[config.mk]
export PLATFORM = sky130hd
export DESIGN_NAME = mul_add_flat
export DESIGN_NICKNAME = d
export VERILOG_FILES = /design/src/rtl/mul_add_if.sv /design/src/rtl/mul_add.sv /design/src/flat_wrapper.sv
export SDC_FILE = /design/constraint.sdc
export NUM_CORES = 1
export LEC_CHECK = 0
export CAP_MARGIN = 10
export CORE_ASPECT_RATIO = 1.5
export CORE_UTILIZATION = 53
export CTS_CLUSTER_SIZE = 40
export DETAILED_ROUTE_END_ITERATION = 8
export PLACE_DENSITY = 0.77
export SLEW_MARGIN = 5
export SYNTH_ARGS = -nofsm -noshare
export SYNTH_HDL_FRONTEND = slang
export SYNTH_SLANG_ARGS = --single-unit
[constraint.sdc]
create_clock -name clk -period 3.1 [get_ports clk]
set_input_delay 0.465 -clock clk [delete_from_list [all_inputs] [get_ports clk]]
set_output_delay 0.465 -clock clk [all_outputs]
set_load 0.005 [all_outputs]
[src/rtl/mul_add_if.sv]
// Handshake bundle for the iterative multiply-accumulate unit: go/operands in,
// ready/error/result back. Same shape as the divider's bus.
interface mul_add_if #(
  parameter int WIDTH_LOG = 4
);
  localparam int WIDTH = 1 << WIDTH_LOG;

  logic             go;
  logic [WIDTH-1:0] a;
  logic [WIDTH-1:0] b;
  logic [WIDTH-1:0] c;
  logic             ready;
  logic             error;
  logic [WIDTH-1:0] result;

  modport master (
    output go, a, b, c,
    input  ready, error, result
  );

  modport slave (
    input  go, a, b, c,
    output ready, error, result
  );
endinterface

[src/rtl/mul_add.sv]
// Iterative shift-add multiply-accumulate: result = a*b + c, error on carry past WIDTH bits.
// Build option MUL_ADD_SATURATE_EN: overflowed results saturate to all ones instead of wrapping.
module mul_add #(
  parameter int WIDTH_LOG = 4
) (
  input  logic      clk,
  input  logic      rst,
  mul_add_if.slave  bus
);
  localparam int WIDTH = 1 << WIDTH_LOG;
  localparam int HI    = WIDTH - 1;
  localparam int W2    = 2 * WIDTH;

  typedef enum logic [1:0] {
    ST_READY = 2'd0,
    ST_MUL   = 2'd1,
    ST_ERROR = 2'd2
  } state_t;

  state_t           r_state, w_state_nx;
  logic             r_ready, r_error;
  logic [HI:0]      r_result, w_result_nx;
  logic [W2-1:0]    r_acc, w_acc_nx;
  logic [W2-1:0]    r_mreg, w_mreg_nx;
  logic [HI:0]      r_breg, w_breg_nx;
  logic             w_ovf;
  logic [HI:0]      w_result_fin;

  // Double-width accumulator cannot carry out: (2^W-1)^2 + 2^W-1 < 2^(2W).
  assign w_ovf = |r_acc[W2-1:WIDTH];

`ifdef MUL_ADD_SATURATE_EN
  assign w_result_fin = w_ovf ? {WIDTH{1'b1}} : r_acc[HI:0];
`else
  assign w_result_fin = r_acc[HI:0];
`endif

  always_comb begin
    w_state_nx  = r_state;
    w_acc_nx    = r_acc;
    w_mreg_nx   = r_mreg;
    w_breg_nx   = r_breg;
    w_result_nx = r_result;
    case (r_state)
      ST_READY, ST_ERROR: begin
        if (bus.go) begin
          w_state_nx = ST_MUL;
          w_acc_nx   = {{WIDTH{1'b0}}, bus.c};
          w_mreg_nx  = {{WIDTH{1'b0}}, bus.a};
          w_breg_nx  = bus.b;
        end
      end
      ST_MUL: begin
        if (r_breg != '0) begin
          if (r_breg[0]) w_acc_nx = r_acc + r_mreg;
          w_mreg_nx = r_mreg << 1;
          w_breg_nx = r_breg >> 1;
        end else begin
          w_result_nx = w_result_fin;
          w_state_nx  = w_ovf ? ST_ERROR : ST_READY;
        end
      end
      default: w_state_nx = state_t'(2'bxx);
    endcase
  end

  // Control and visible outputs; ready/error follow the next state so they are registered.
  always_ff @(posedge clk) begin
    if (rst) begin
      r_state  <= ST_READY;
      r_ready  <= 1'b1;
      r_error  <= 1'b0;
      r_result <= '0;
    end else begin
      r_state  <= w_state_nx;
      r_ready  <= (w_state_nx == ST_READY) || (w_state_nx == ST_ERROR);
      r_error  <= (w_state_nx == ST_ERROR);
      r_result <= w_result_nx;
    end
  end

  // Datapath is only read in MUL after a load, so it needs no reset.
  always_ff @(posedge clk) begin
    r_acc  <= w_acc_nx;
    r_mreg <= w_mreg_nx;
    r_breg <= w_breg_nx;
  end

  assign bus.ready  = r_ready;
  assign bus.error  = r_error;
  assign bus.result = r_result;
endmodule

[src/flat_wrapper.sv]
// flat-port wrapper written by rule: the top's interface ports become plain ports
module mul_add_flat 
#(
  parameter int WIDTH_LOG = 4
)
  (clk, rst, bus_go, bus_a, bus_b, bus_c, bus_ready, bus_error, bus_result);
  mul_add_if #(.WIDTH_LOG(WIDTH_LOG)) bus_i ();
  input  logic clk;
  input  logic rst;
  input wire logic [$bits(bus_i.go)-1:0] bus_go;
  input wire logic [$bits(bus_i.a)-1:0] bus_a;
  input wire logic [$bits(bus_i.b)-1:0] bus_b;
  input wire logic [$bits(bus_i.c)-1:0] bus_c;
  output wire logic [$bits(bus_i.ready)-1:0] bus_ready;
  output wire logic [$bits(bus_i.error)-1:0] bus_error;
  output wire logic [$bits(bus_i.result)-1:0] bus_result;
  assign bus_i.go = bus_go;
  assign bus_i.a = bus_a;
  assign bus_i.b = bus_b;
  assign bus_i.c = bus_c;
  assign bus_ready = bus_i.ready;
  assign bus_error = bus_i.error;
  assign bus_result = bus_i.result;
  mul_add #(.WIDTH_LOG(WIDTH_LOG)) u_core (.clk(clk), .rst(rst), .bus(bus_i));
endmodule
# Word level (Yosys, flattened, before mapping)
# Index checks and enable logic that the tools add are counted.
[word_totals] reg_bits=100 inputBits=51 out_inout_bits=18 elab_cells=39
[classes] add_sub_neg=1 n_eq_ne=6 mux=14 bitwise=1 reduce_logical=10
[ops] operator="$mux 32" n=5
[ops] operator="$pmux 32 s2" n=2
[ops] operator="$add 32x32->32" n=1
[ops] operator="$mux 16" n=2
[ops] operator="$pmux 16 s2" n=1
[ops] operator="$reduce_bool 16->1" n=1
[ops] operator="$reduce_or 16->1" n=1
[ops] operator="$mux 2" n=3
[ops] operator="$eq 2x2->1 const B" n=2
[ops] operator="$logic_not 2->1" n=2
[ops] operator="$ne 2x1->1 const B" n=2
[ops] operator="$pmux 2 s2" n=1
[ops] operator="$reduce_and 4->1" n=1
[ops] operator="$reduce_and 3->1" n=1
[ops] operator="$eq 2x1->1 const B" n=1
[ops] operator="$ne 2x2->1 const B" n=1
[ops] operator="$reduce_and 2->1" n=1
[ops] operator="$reduce_bool 2->1" n=1
[ops] operator="$reduce_or 2->1" n=1
[ops] operator="$logic_or 1x1->1" n=1
[ops] operator="$not 1->1" n=1

# Longest topological paths before layout
# Gate-level depths: netlist of the first run.
[logic_depth] ltp_word=6 ltp_mapped=9 mapped_depth_nobuf=9

# Worst setup path after synthesis of the first run
# OpenSTA, ideal clock, no wires.
[synth_timing] path_kind="reg-to-reg" from="register u_core.r_state[0]" to="register u_core.r_breg[0] (enable)" setup_ns=0.406 arrival_ns=2.153 required_time_ns=2.694 path_slack_ns=0.541 path_stages_with_launch=6 n_path_buf=2 synth_period_minus_slack_ns=2.559 path_cell_list="dfxtp_1 nor2b_1 clkbuf_1 clkbuf_1 nand2_1 nand2_1"
[synth_between] elab_chain_cells=4 word_cells_on_any_way=8 classes_between="eq/ne: 4; reduce/logical: 4"
[synth_rtl] item="start: declaration" line="mul_add.sv:20" source="state_t r_state, w_state_nx;"
[synth_rtl] item="start signal: assignment" line="mul_add.sv:75" source="r_state <= w_state_nx;"
[synth_rtl] item="$eq 2x2->1 or $logic_not 2->1 (tied branches)" line="mul_add.sv:44" source="case (r_state)"
[synth_rtl] item="$reduce_or 2->1" line="mul_add.sv:44"
[synth_rtl] item="$ne 2x2->1 (no source line) or $reduce_bool 2->1 (tied branches)"
[synth_rtl] item="$reduce_and 3->1 (no source line) (*)"
[synth_rtl] item="end signal: assignment" line="mul_add.sv:86" source="r_breg <= w_breg_nx;"
[synth_rtl] item="end: declaration" line="mul_add.sv:25" source="logic [HI:0] r_breg, w_breg_nx;"
# Mark *: on every way between the ends. The rest lies on a longest branch, timed or not.
# A chain may end at the register's enable or synchronous reset.

# Worst setup path after layout of the first run
[layout_timing] from="register u_core.r_mreg[0]" to="register u_core.r_acc[18] (data pin)"
[layout_between] elab_chain_cells=4
[layout_rtl] item="start: declaration" line="mul_add.sv:24" source="logic [W2-1:0] r_mreg, w_mreg_nx;"
[layout_rtl] item="start signal: assignment" line="mul_add.sv:85" source="r_mreg <= w_mreg_nx;"
[layout_rtl] item="$add 32x32->32" line="mul_add.sv:55" source="if (r_breg[0]) w_acc_nx = r_acc + r_mreg;"
[layout_rtl] item="$mux 32" line="mul_add.sv:55"
[layout_rtl] item="$mux 32" line="mul_add.sv:54" source="if (r_breg != '0) begin"
[layout_rtl] item="$pmux 32 s2" line="mul_add.sv:44"
[layout_rtl] item="end signal: assignment" line="mul_add.sv:84" source="r_acc <= w_acc_nx;"
[layout_rtl] item="end: declaration" line="mul_add.sv:23" source="logic [W2-1:0] r_acc, w_acc_nx;"
# Every way passes these cells. The select of a mux whose other input is x is not followed.

==> flow_metrics.env, run 1 <==
export IMPL_status="completed"
export IMPL_cap_violations=0
export IMPL_critPathLaunchType="flip-flop"
export IMPL_synth_compound_area_share_pct=13.63
export IMPL_async_flop_share_pct=0
export IMPL_synth_main_ff_cell="edfxtp_1"
export IMPL_critPathRequiredTime_ns=3.17
export IMPL_swShare_pct=30.33
export IMPL_ys_seq_area_share_pct=48.76
export IMPL_r2r_end="u_core.r_acc[18]"
export IMPL_post_route_cells_drive_above_1_share_pct=6.801
export IMPL_yosysUniqueCellTypes=60
export IMPL_synth_cells=584
export IMPL_vias=4555
export IMPL_clockPowerShare_pct=30.9
export IMPL_holdPathEnd="u_core.bus.result[3]"
export IMPL_dieHeight_um=129.5
export IMPL_crit_path_max_fanout=5
export IMPL_rsz0062_at_grt="false"
export IMPL_grt_overflow=0
export IMPL_core_um2=10590
export IMPL_h_tree_depth=3
export IMPL_finalMaxSlewViolations=0
export IMPL_power_share_sequential_pct=41.6
export IMPL_gp_congestion=0.9132
export IMPL_reg2regPathDepth=9
export IMPL_grt_max_degree=66
export IMPL_cts_setup_buffers=0
export IMPL_syn_nets=667
export IMPL_slew_headroom_pct=57.88
export IMPL_combPwrFrac_pct=27.5
export IMPL_fin_ws_ns=0.4618
export IMPL_yosys_area_share_simple_pct=21.33
export IMPL_clock_latency_ns=0.35
export IMPL_placed_cells=775
export IMPL_synthAdderAreaFrac_pct=7.096
export IMPL_viasPerCell=5.759
export IMPL_cp_arrival_ns=2.71
export IMPL_totalWireLength_um=14290
export IMPL_tns_ns=0
export IMPL_hold_violations=0
export IMPL_first_pass_iters=4
export IMPL_finClkSkew_ns=0.008633
export IMPL_avgSynthCellArea_um2=9.842
export IMPL_worst_slew_pin_slew_ns=0.6318
export IMPL_ctsLongestPathBuffers=2
export IMPL_final_cells=791
export IMPL_synth_area_leaders="edfxtp_1 42%, nand2_1 9.1%, dfxtp_1 7.0%"
export IMPL_crit_type="flip-flop to flip-flop"
export IMPL_dp_final_hpwl_um=10610
export IMPL_clk_pin_slew_ns=0.06
export IMPL_fin_crit_sh_pct=85.10
export IMPL_fmax_mhz=379.1
export IMPL_portBuffers=68
export IMPL_synth_area_um2=5748
export IMPL_cts_made_buffers=9
export IMPL_cts_sinks=100
export IMPL_drc=0
export IMPL_yosysWarnings=0
export IMPL_period_minus_slack_ns=2.638
export IMPL_p_total_mw=4.105
export IMPL_grt_pass1_vias=4615
export IMPL_ir_drop_v=0.0003224
export IMPL_synth_top_family_by_area="simple AND/OR/NAND/NOR gates"
export IMPL_rows=46
export IMPL_powerDensity_nw_per_um2=595.1
export IMPL_synth_commonest_cells="139 x nand2_1, 80 x edfxtp_1, 45 x nor2_1, 31 x ha_1, 25 x a21oi_1"
export IMPL_power_switching_mw=1.245
export IMPL_die_w_um=87.03
export IMPL_crit_path_end_kind="flip-flop"
export IMPL_yosysMostFrequentCell="nand2_1"
export IMPL_hold_start="u_core.bus.result[3]"
export IMPL_synth_xor_area_share_pct=3.657
export IMPL_drt_initial_drc_count=221
export IMPL_postCtsResizedCells=0
export IMPL_synth_edff_count=80
export IMPL_setup_viol=0
export IMPL_internal_power_mw=2.860
export IMPL_holdCritPathClass="flip-flop to flip-flop"
export IMPL_post_place_ws_ns=0.4945
export IMPL_start_util_pct=54.28
export IMPL_hold_path_depth=2
export IMPL_ys_ff_latch=100
export IMPL_grt_pass1_wl_um=22790
export IMPL_tritoncts="done"
export IMPL_wl_per_cell_um=18.07
export IMPL_area_growth_pct=20.00
export IMPL_antenna_found_initial=0
export IMPL_p_leak_nw=2.717
export IMPL_ctsRootBufferMaster="clkbuf_16"
export IMPL_rr_startpoint="u_core.r_mreg[0]"
export IMPL_final_antenna_net_count=0
export IMPL_n_antenna_cell=0
export IMPL_io_pins=69
export IMPL_track_usage_pct=26.80
export IMPL_cts_hold_buf=0
export IMPL_reg2reg_slack_ns=0.46
export IMPL_synth_largest_area_cell="edfxtp_1"
export IMPL_final_nets=725
export IMPL_synth_top_cell_area_share_pct=41.79
export IMPL_synth_area_mux_share_pct=3.135
export IMPL_dieArea_um2=11270
==> layout make-up <==
cell class	instances	area, um^2
multi-input combinational	451	2820
timing repair buffer	76	740.7
inverter	4	15.01
clock inverter	3	68.82
tap	144	180.2
fill	912	3692
sequential	100	2803
clock buffer	13	270.3
==> state kept, by name (all words and copies together) (netlist names) <==
name               cells
u_core.bus.ready       1
u_core.r_acc          32
u_core.bus.error       1
u_core.r_state         2
u_core.r_mreg         32
u_core.bus.result     16
u_core.r_breg         16
==> critical path, stage by stage (launching register included) <==
cell and delay, ns:
edfxtp_1 0.39, ha_1 0.24, fa_1 0.41, a21o_1 0.22
nand4_1 0.19, a21oi_4 0.11, o31a_1 0.38, a41oi_2 0.22
xor2_1 0.16, nor2_1 0.05
==> stage by stage <==
step	utilization (%)	instance area [um^2]	hold slack, ns
floorplan	-	5748	0.4850
CTS	65.13	6898	0.5003
global placement	61.93	6559	0.4781
global route	65.13	6898	0.5245
detailed placement	61.93	6559	0.4846
finish	65.13	6898	0.4979
==> power by group through the flow <==
stage | clock, mW | combinational [mW] | sequential, mW
after CTS | 1.28 | 1.12 | 1.71
after floorplan | 0 | 0.824 | 1.70
after global placement | 0 | 1.10 | 1.73
after detailed placement | 0 | 1.11 | 1.74
final | 1.27 | 1.13 | 1.71
after global routing | 1.33 | 1.25 | 1.72
==> layout by cell type (no fill, tap or decap), drive strengths merged, types with 4 or more instances in the layout <==
| cell | netlist | final |
|---|---|---|
| clkdlybuf4s50 | 0 | 68 |
| nor3 | 10 | 10 |
| a31oi | 7 | 7 |
| a21oi | 28 | 28 |
| nor4 | 10 | 10 |
| inv | 4 | 4 |
| o21ai | 26 | 26 |
| dfxtp | 20 | 20 |
| nand2 | 140 | 140 |
| edfxtp | 80 | 80 |
| nand3 | 5 | 5 |
| xnor2 | 11 | 11 |
| nor2 | 46 | 46 |
| xor2 | 13 | 13 |
| o31ai | 4 | 4 |
| buf | 9 | 8 |
| a21o | 17 | 17 |
| mux2i | 18 | 18 |
| nand4 | 13 | 13 |
| clkbuf | 20 | 13 |
| and2 | 20 | 20 |
| ha | 31 | 31 |
| nand2b | 9 | 9 |
| o21a | 7 | 7 |
==> cell families after synthesis <==
logic type | after synthesis
AO/OA/AOI/OAI | 112
XOR/XNOR | 24
adder cells (fa/ha/maj) | 32
buffers and inverters | 33
flip-flops | 100
multiplexers | 18
AND/OR/NAND/NOR | 265
==> metal layers <==
metal | global-route usage (%) | vias up | wire (um)
li1 | - | 2222 | -
met5 | 0 | - | 0
met4 | 12.65 | 0 | 506
met2 | 49.33 | 111 | 7749
met1 | 29.95 | 2193 | 5548
met3 | 3.949 | 29 | 490
==> how the worst max path moves through the flow <==
stage,start,endpoint,slack [ns],cells after the start
global route,u_core.r_mreg[0],u_core.r_acc[20],0.34,9
finish,u_core.r_mreg[0],u_core.r_acc[18],0.46,9
detailed placement,u_core.r_mreg[0],u_core.r_acc[22],0.49,9
CTS,u_core.r_mreg[0],u_core.r_acc[22],0.47,9
floorplan,u_core.r_state[0],u_core.r_breg[0],0.54,5
global placement,u_core.r_mreg[0],u_core.r_acc[18],0.54,9
(Power assumes the default switching activity.)
==> run 2: changes to the inputs <==
--- a/config.mk
+++ b/config.mk
@@ -10,8 +10,10 @@
 export CORE_UTILIZATION = 53
 export CTS_CLUSTER_SIZE = 40
 export DETAILED_ROUTE_END_ITERATION = 8
+export HOLD_SLACK_MARGIN = 0.03
+export MAX_ROUTING_LAYER = met4
 export PLACE_DENSITY = 0.77
-export SLEW_MARGIN = 5
+export SLEW_MARGIN = 20
 export SYNTH_ARGS = -nofsm -noshare
 export SYNTH_HDL_FRONTEND = slang
 export SYNTH_SLANG_ARGS = --single-unit
==> run 2 against run 1 <==
  * Global-route usage rose by 1.1 points
  * Cell count did not move
  * Register-to-register slack barely moved
  * Utilization fell by 0.094 points
  * Flip-flop and latch count did not move
  * Final area fell by 0.15%
  * Clock-buffer cell count fell by 4
  * Critical path depth did not move
  * Critical endpoint is now u_core.r_acc[30]
  * Die area did not move
  * Via count fell by 0.15%
  * Sequential share of layout area rose by 0.059 points
  * First-iteration DRC count fell by 31%
==> flow_metrics.env, run 2 (synthesis results as in run 1) <==
export IMPL_status="completed"
export IMPL_clk_pin_slew_ns=0.07
export IMPL_grt_max_degree=67
export IMPL_critPathRequiredTime_ns=3.19
export IMPL_cts_made_buffers=9
export IMPL_drc=0
export IMPL_clock_latency_ns=0.35
export IMPL_io_pins=69
export IMPL_cp_arrival_ns=2.73
export IMPL_grt_pass1_vias=4691
export IMPL_placed_cells=775
export IMPL_hold_violations=0
export IMPL_postPlaceCellArea_um2=6559
export IMPL_ctsLongestPathBuffers=2
export IMPL_finClkSkew_ns=0.007861
export IMPL_final_nets=725
export IMPL_combPwrFrac_pct=27.7
export IMPL_rows=46
export IMPL_first_pass_iters=4
export IMPL_vias=4548
export IMPL_dieHeight_um=129.5
export IMPL_clockPowerShare_pct=30.4
export IMPL_core_um2=10590
export IMPL_area_growth_pct=19.83
export IMPL_reg_top3="u_core.r_acc x32, u_core.r_mreg x32"
export IMPL_fin_crit_sh_pct=85.24
export IMPL_wl_per_cell_um=17.96
export IMPL_dp_final_hpwl_um=10630
export IMPL_final_area_um2=6888
export IMPL_power_share_sequential_pct=41.9
export IMPL_nFillCells=895
export IMPL_final_antenna_net_count=0
export IMPL_hold_start="u_core.bus.result[9]"
export IMPL_cts_sinks=100
export IMPL_cap_violations=0
export IMPL_portBuffers=68
export IMPL_crit_type="flip-flop to flip-flop"
export IMPL_ctsRootBufferMaster="clkbuf_16"
export IMPL_final_common_cell="nand2_1"
export IMPL_h_tree_depth=3
export IMPL_setup_viol=0
export IMPL_grt_pass1_wl_um=22980
export IMPL_final_cells=791
export IMPL_tritoncts="done"
export IMPL_swShare_pct=31.31
export IMPL_cts_hold_buf=0
export IMPL_gp_congestion=0.9348
export IMPL_crit_start="u_core.r_acc[0]"
export IMPL_tns_ns=0
export IMPL_fmax_mhz=378.5
export IMPL_slew_headroom_pct=58.08
export IMPL_p_leak_nw=2.706
export IMPL_die_w_um=87.03
export IMPL_viasPerCell=5.750
export IMPL_worst_slew_pin_slew_ns=0.6288
export IMPL_postCtsResizedCells=0
export IMPL_p_total_mw=4.079
export IMPL_rr_startpoint="u_core.r_acc[0]"
export IMPL_start_util_pct=54.28
export IMPL_n_antenna_cell=0
export IMPL_power_switching_mw=1.277
export IMPL_internal_power_mw=2.802
export IMPL_post_route_cells_drive_above_1_share_pct=6.955
export IMPL_period_minus_slack_ns=2.642
export IMPL_grt_overflow=0
export IMPL_drt_initial_drc_count=153
export IMPL_holdCritPathClass="flip-flop to flip-flop"
export IMPL_antenna_found_initial=0
export IMPL_rsz0062_at_grt="false"
export IMPL_totalWireLength_um=14210
export IMPL_crit_path_max_fanout=5
export IMPL_crit_path_end_kind="flip-flop"
export IMPL_powerDensity_nw_per_um2=592.3
export IMPL_ir_drop_v=0.0003202
export IMPL_track_usage_pct=27.92
export IMPL_dieArea_um2=11270
export IMPL_cts_setup_buffers=0
export IMPL_critPathLaunchType="flip-flop"
export IMPL_finalMaxSlewViolations=0
export IMPL_final_cell_mix="138 x nand2_1, 80 x edfxtp_1, 68 x clkdlybuf4s50_1"
[run 2: changes by cell type in the layout (fill, tap and decap cells not counted), sizes merged]
cell      change
clkinv        -1
clkinvlp      +2
inv           +3
clkbuf        -4
[run 2: cell type report]
cell class	instances	area, um^2	share of cell area, %
inverter	4	15.01	0.2180
timing repair buffer	76	740.7	10.75
clock inverter	7	103.9	1.508
multi-input combinational	451	2820	40.94
sequential	100	2803	40.69
clock buffer	9	225.2	3.270
tap	144	180.2	2.616
[run 2: worst paths after layout]
kind                                             end  cells past startpoint  slack (ns)
worst min-delay path            u_core.bus.result[9]                      2        0.50
worst max-delay path                u_core.r_acc[30]                      9        0.46
worst min register to register  u_core.bus.result[9]                      2        0.50
worst max register to register      u_core.r_acc[30]                      9        0.46
[run 2: power by group through the flow]
stage	clock [mW]	combinational (mW)	sequential, mW
after floorplan	0	0.824	1.70
after global placement	0	1.11	1.73
after detailed placement	0	1.12	1.74
after CTS	1.25	1.13	1.71
after global routing	1.29	1.25	1.72
final	1.24	1.13	1.71
[run 2: critical path, cell delays in order, from the launching register on]
cell and delay [ns]:
edfxtp_1 0.41, ha_1 0.23, fa_1 0.40, a21o_1 0.21, nand4_1 0.18, a21oi_4 0.10, o31a_1 0.37, a21oi_2 0.24
o21ai_1 0.10, mux2i_1 0.12
[run 2: per-layer routing]
metal	global-route usage (%)	vias to the layer above	part of all wire, %
li1	-	2208	-
met1	29.49	2192	38
met2	50.12	113	55
met3	3.885	35	3.1
met4	14.22	0	3.7
met5	-	-	0
[run 2: through the flow]
step	setup slack, ns	hold WS (ns)	util, %
global placement	0.5380	0.4783	61.93
global route	0.3657	0.5415	65.04
detailed placement	0.4783	0.4817	61.93
floorplan	0.5408	0.4850	-
CTS	0.4640	0.5074	65.04
finish	0.4577	0.5023	65.04
==> run 3: changes to the inputs <==
--- a/config.mk
+++ b/config.mk
@@ -7,12 +7,12 @@
 export LEC_CHECK = 0
 export CAP_MARGIN = 10
 export CORE_ASPECT_RATIO = 1.5
-export CORE_UTILIZATION = 53
+export CORE_UTILIZATION = 45
 export CTS_CLUSTER_SIZE = 40
 export DETAILED_ROUTE_END_ITERATION = 8
 export HOLD_SLACK_MARGIN = 0.03
 export MAX_ROUTING_LAYER = met4
-export PLACE_DENSITY = 0.77
+export PLACE_DENSITY = 0.68
 export SLEW_MARGIN = 20
 export SYNTH_ARGS = -nofsm -noshare
 export SYNTH_HDL_FRONTEND = slang
==> run 3 against run 2 <==
  * Setup slack improved by 0.030 ns
  * Flip-flop and latch count did not move
  * Clock skew rose by 0.0011 ns
  * Via count fell by 0.84%
  * Sequential share of layout area fell by 0.066 points
==> flow_metrics.env, run 3 (synthesis results as in run 1) <==
export IMPL_dp_final_hpwl_um=10360
export IMPL_postCtsResizedCells=0
export IMPL_rsz0062_at_grt="false"
export IMPL_rows=50
export IMPL_reg_top3="u_core.r_acc x32, u_core.r_mreg x32"
export IMPL_wl_per_cell_um=17.49
export IMPL_final_nets=722
export IMPL_r2r_end="u_core.r_acc[18]"
export IMPL_track_usage_pct=23.21
export IMPL_drt_initial_drc_count=172
export IMPL_totalWireLength_um=13990
export IMPL_first_pass_iters=4
export IMPL_reg2regPathDepth=9
export IMPL_portBuffers=68
export IMPL_use_met1_pct=25.37
export IMPL_postPlaceCellArea_um2=6576
export IMPL_p_leak_nw=2.705
export IMPL_slew_headroom_pct=50.24
export IMPL_worst_slew_pin_slew_ns=0.7446
export IMPL_n_antenna_cell=0
export IMPL_finClkSkew_ns=0.008990
export IMPL_grt_pass1_wl_um=22800
export IMPL_cts_hold_buf=0
export IMPL_powerDensity_nw_per_um2=591.1
export IMPL_cp_arrival_ns=2.69
export IMPL_whs_ns=0.4999
export IMPL_crit_start="u_core.r_mreg[0]"
export IMPL_final_cell_mix="138 x nand2_1, 80 x edfxtp_1, 68 x clkdlybuf4s50_1"
export IMPL_crit_path_end="u_core.r_acc[18]"
export IMPL_gp_congestion=0.9204
export IMPL_final_area_um2=6899
export IMPL_utilization_pct=55.42
export IMPL_die_w_um=94.28
export IMPL_dieArea_um2=13240
export IMPL_tritoncts="done"
export IMPL_ctsRootBufferMaster="clkbuf_16"
export IMPL_hold_violations=0
export IMPL_dieHeight_um=140.4
export IMPL_clk_pin_slew_ns=0.07
export IMPL_post_route_cells_drive_above_1_share_pct=6.366
export IMPL_io_pins=69
export IMPL_critPathRequiredTime_ns=3.18
export IMPL_top_usage_layer="met2"
export IMPL_final_antenna_net_count=0
export IMPL_status="completed"
export IMPL_viasPerCell=5.638
export IMPL_grt_use_met2_pct=40.77
export IMPL_grt_overflow=0
export IMPL_start_util_pct=46.17
export IMPL_setup_viol=0
export IMPL_gr_usage_met3_pct=2.606
export IMPL_antenna_found_initial=0
export IMPL_final_common_cell="nand2_1"
export IMPL_cts_sinks=100
export IMPL_area_growth_pct=20.03
export IMPL_crit_path_max_fanout=5
export IMPL_clock_latency_ns=0.35
export IMPL_fmax_mhz=382.8
export IMPL_period_minus_slack_ns=2.612
export IMPL_reg2reg_slack_ns=0.49
export IMPL_crit_type="flip-flop to flip-flop"
export IMPL_drc=0
export IMPL_h_tree_depth=3
export IMPL_cts_setup_buffers=0
export IMPL_ctsLongestPathBuffers=2
export IMPL_cts_made_buffers=9
export IMPL_core_um2=12450
export IMPL_fin_crit_sh_pct=84.26
export IMPL_finalMaxSlewViolations=0
export IMPL_cap_violations=0
export IMPL_grt_pass1_vias=4643
export IMPL_crit_path_end_kind="flip-flop"
export IMPL_critPathLaunchType="flip-flop"
export IMPL_ir_drop_v=0.0002764
export IMPL_tns_ns=0
export IMPL_grt_max_degree=66
export IMPL_holdCritPathClass="flip-flop to flip-flop"
export IMPL_rr_startpoint="u_core.r_mreg[0]"
export IMPL_vias=4510
run 3: cell count changes in the layout (fill, tap and decap cells not counted):
cell | previous run | this run
clkinv_1 | 0 | 1
clkinv_2 | 0 | 1
clkinvlp_4 | 2 | 0
buf_12 | 0 | 2
buf_4 | 8 | 3
run 3: power by group:
part / total (mW) / internal, mW / switching (mW)
Combinational: 1.13 / 0.461 / 0.670
Sequential: 1.71 / 1.62 / 0.0819
Clock: 1.24 / 0.715 / 0.525
run 3: metrics by stage:
step / worst slack [ns] / power [mW] / std cells
after global placement: 0.5323 / 2.839 / 784
final: 0.4879 / 4.078 / 800
after detailed placement: 0.5152 / 2.860 / 784
after global routing: 0.3222 / 4.269 / 800
after CTS: 0.4897 / 4.092 / 800
after floorplan: 0.5408 / 2.529 / 584
run 3: metal layers:
layer | up-vias | share of wire, %
met1 | 2129 | 39
met3 | 35 | 3.7
met5 | - | 0
met4 | 0 | 3.8
met2 | 133 | 53
li1 | 2213 | -
run 3: worst min path at each step:
| stage | startpoint | to | slack, ns | cells after the start |
|---|---|---|---|---|
| after global placement | u_core.bus.result[15] | u_core.bus.result[15] | 0.48 | 2 |
| final | u_core.bus.result[2] | u_core.bus.result[2] | 0.50 | 2 |
| after detailed placement | u_core.bus.result[15] | u_core.bus.result[15] | 0.49 | 2 |
| after global routing | u_core.bus.result[13] | u_core.bus.result[13] | 0.53 | 2 |
| after floorplan | u_core.bus.result[10] | u_core.bus.result[10] | 0.48 | 2 |
| after CTS | u_core.bus.result[15] | u_core.bus.result[15] | 0.51 | 2 |
run 3: worst max-delay path, stage by stage, from the launching register on:
cell and delay [ns]:
edfxtp_1 0.40, ha_1 0.25, fa_1 0.40, a21o_1 0.21, nand4_1 0.18, a21oi_4 0.11
o31a_1 0.37, a41oi_2 0.21, xor2_1 0.17, nor2_1 0.05
run 3: layout make-up:
class,instances,area (um^2)
Clock inverter,7,97.59
Multi-Input combinational cell,451,2820
Timing Repair Buffer,73,743.2
Clock buffer,9,225.2
Sequential cell,100,2803
Tap cell,156,195.2
Fill cell,1100,5550
Inverter,4,15.01
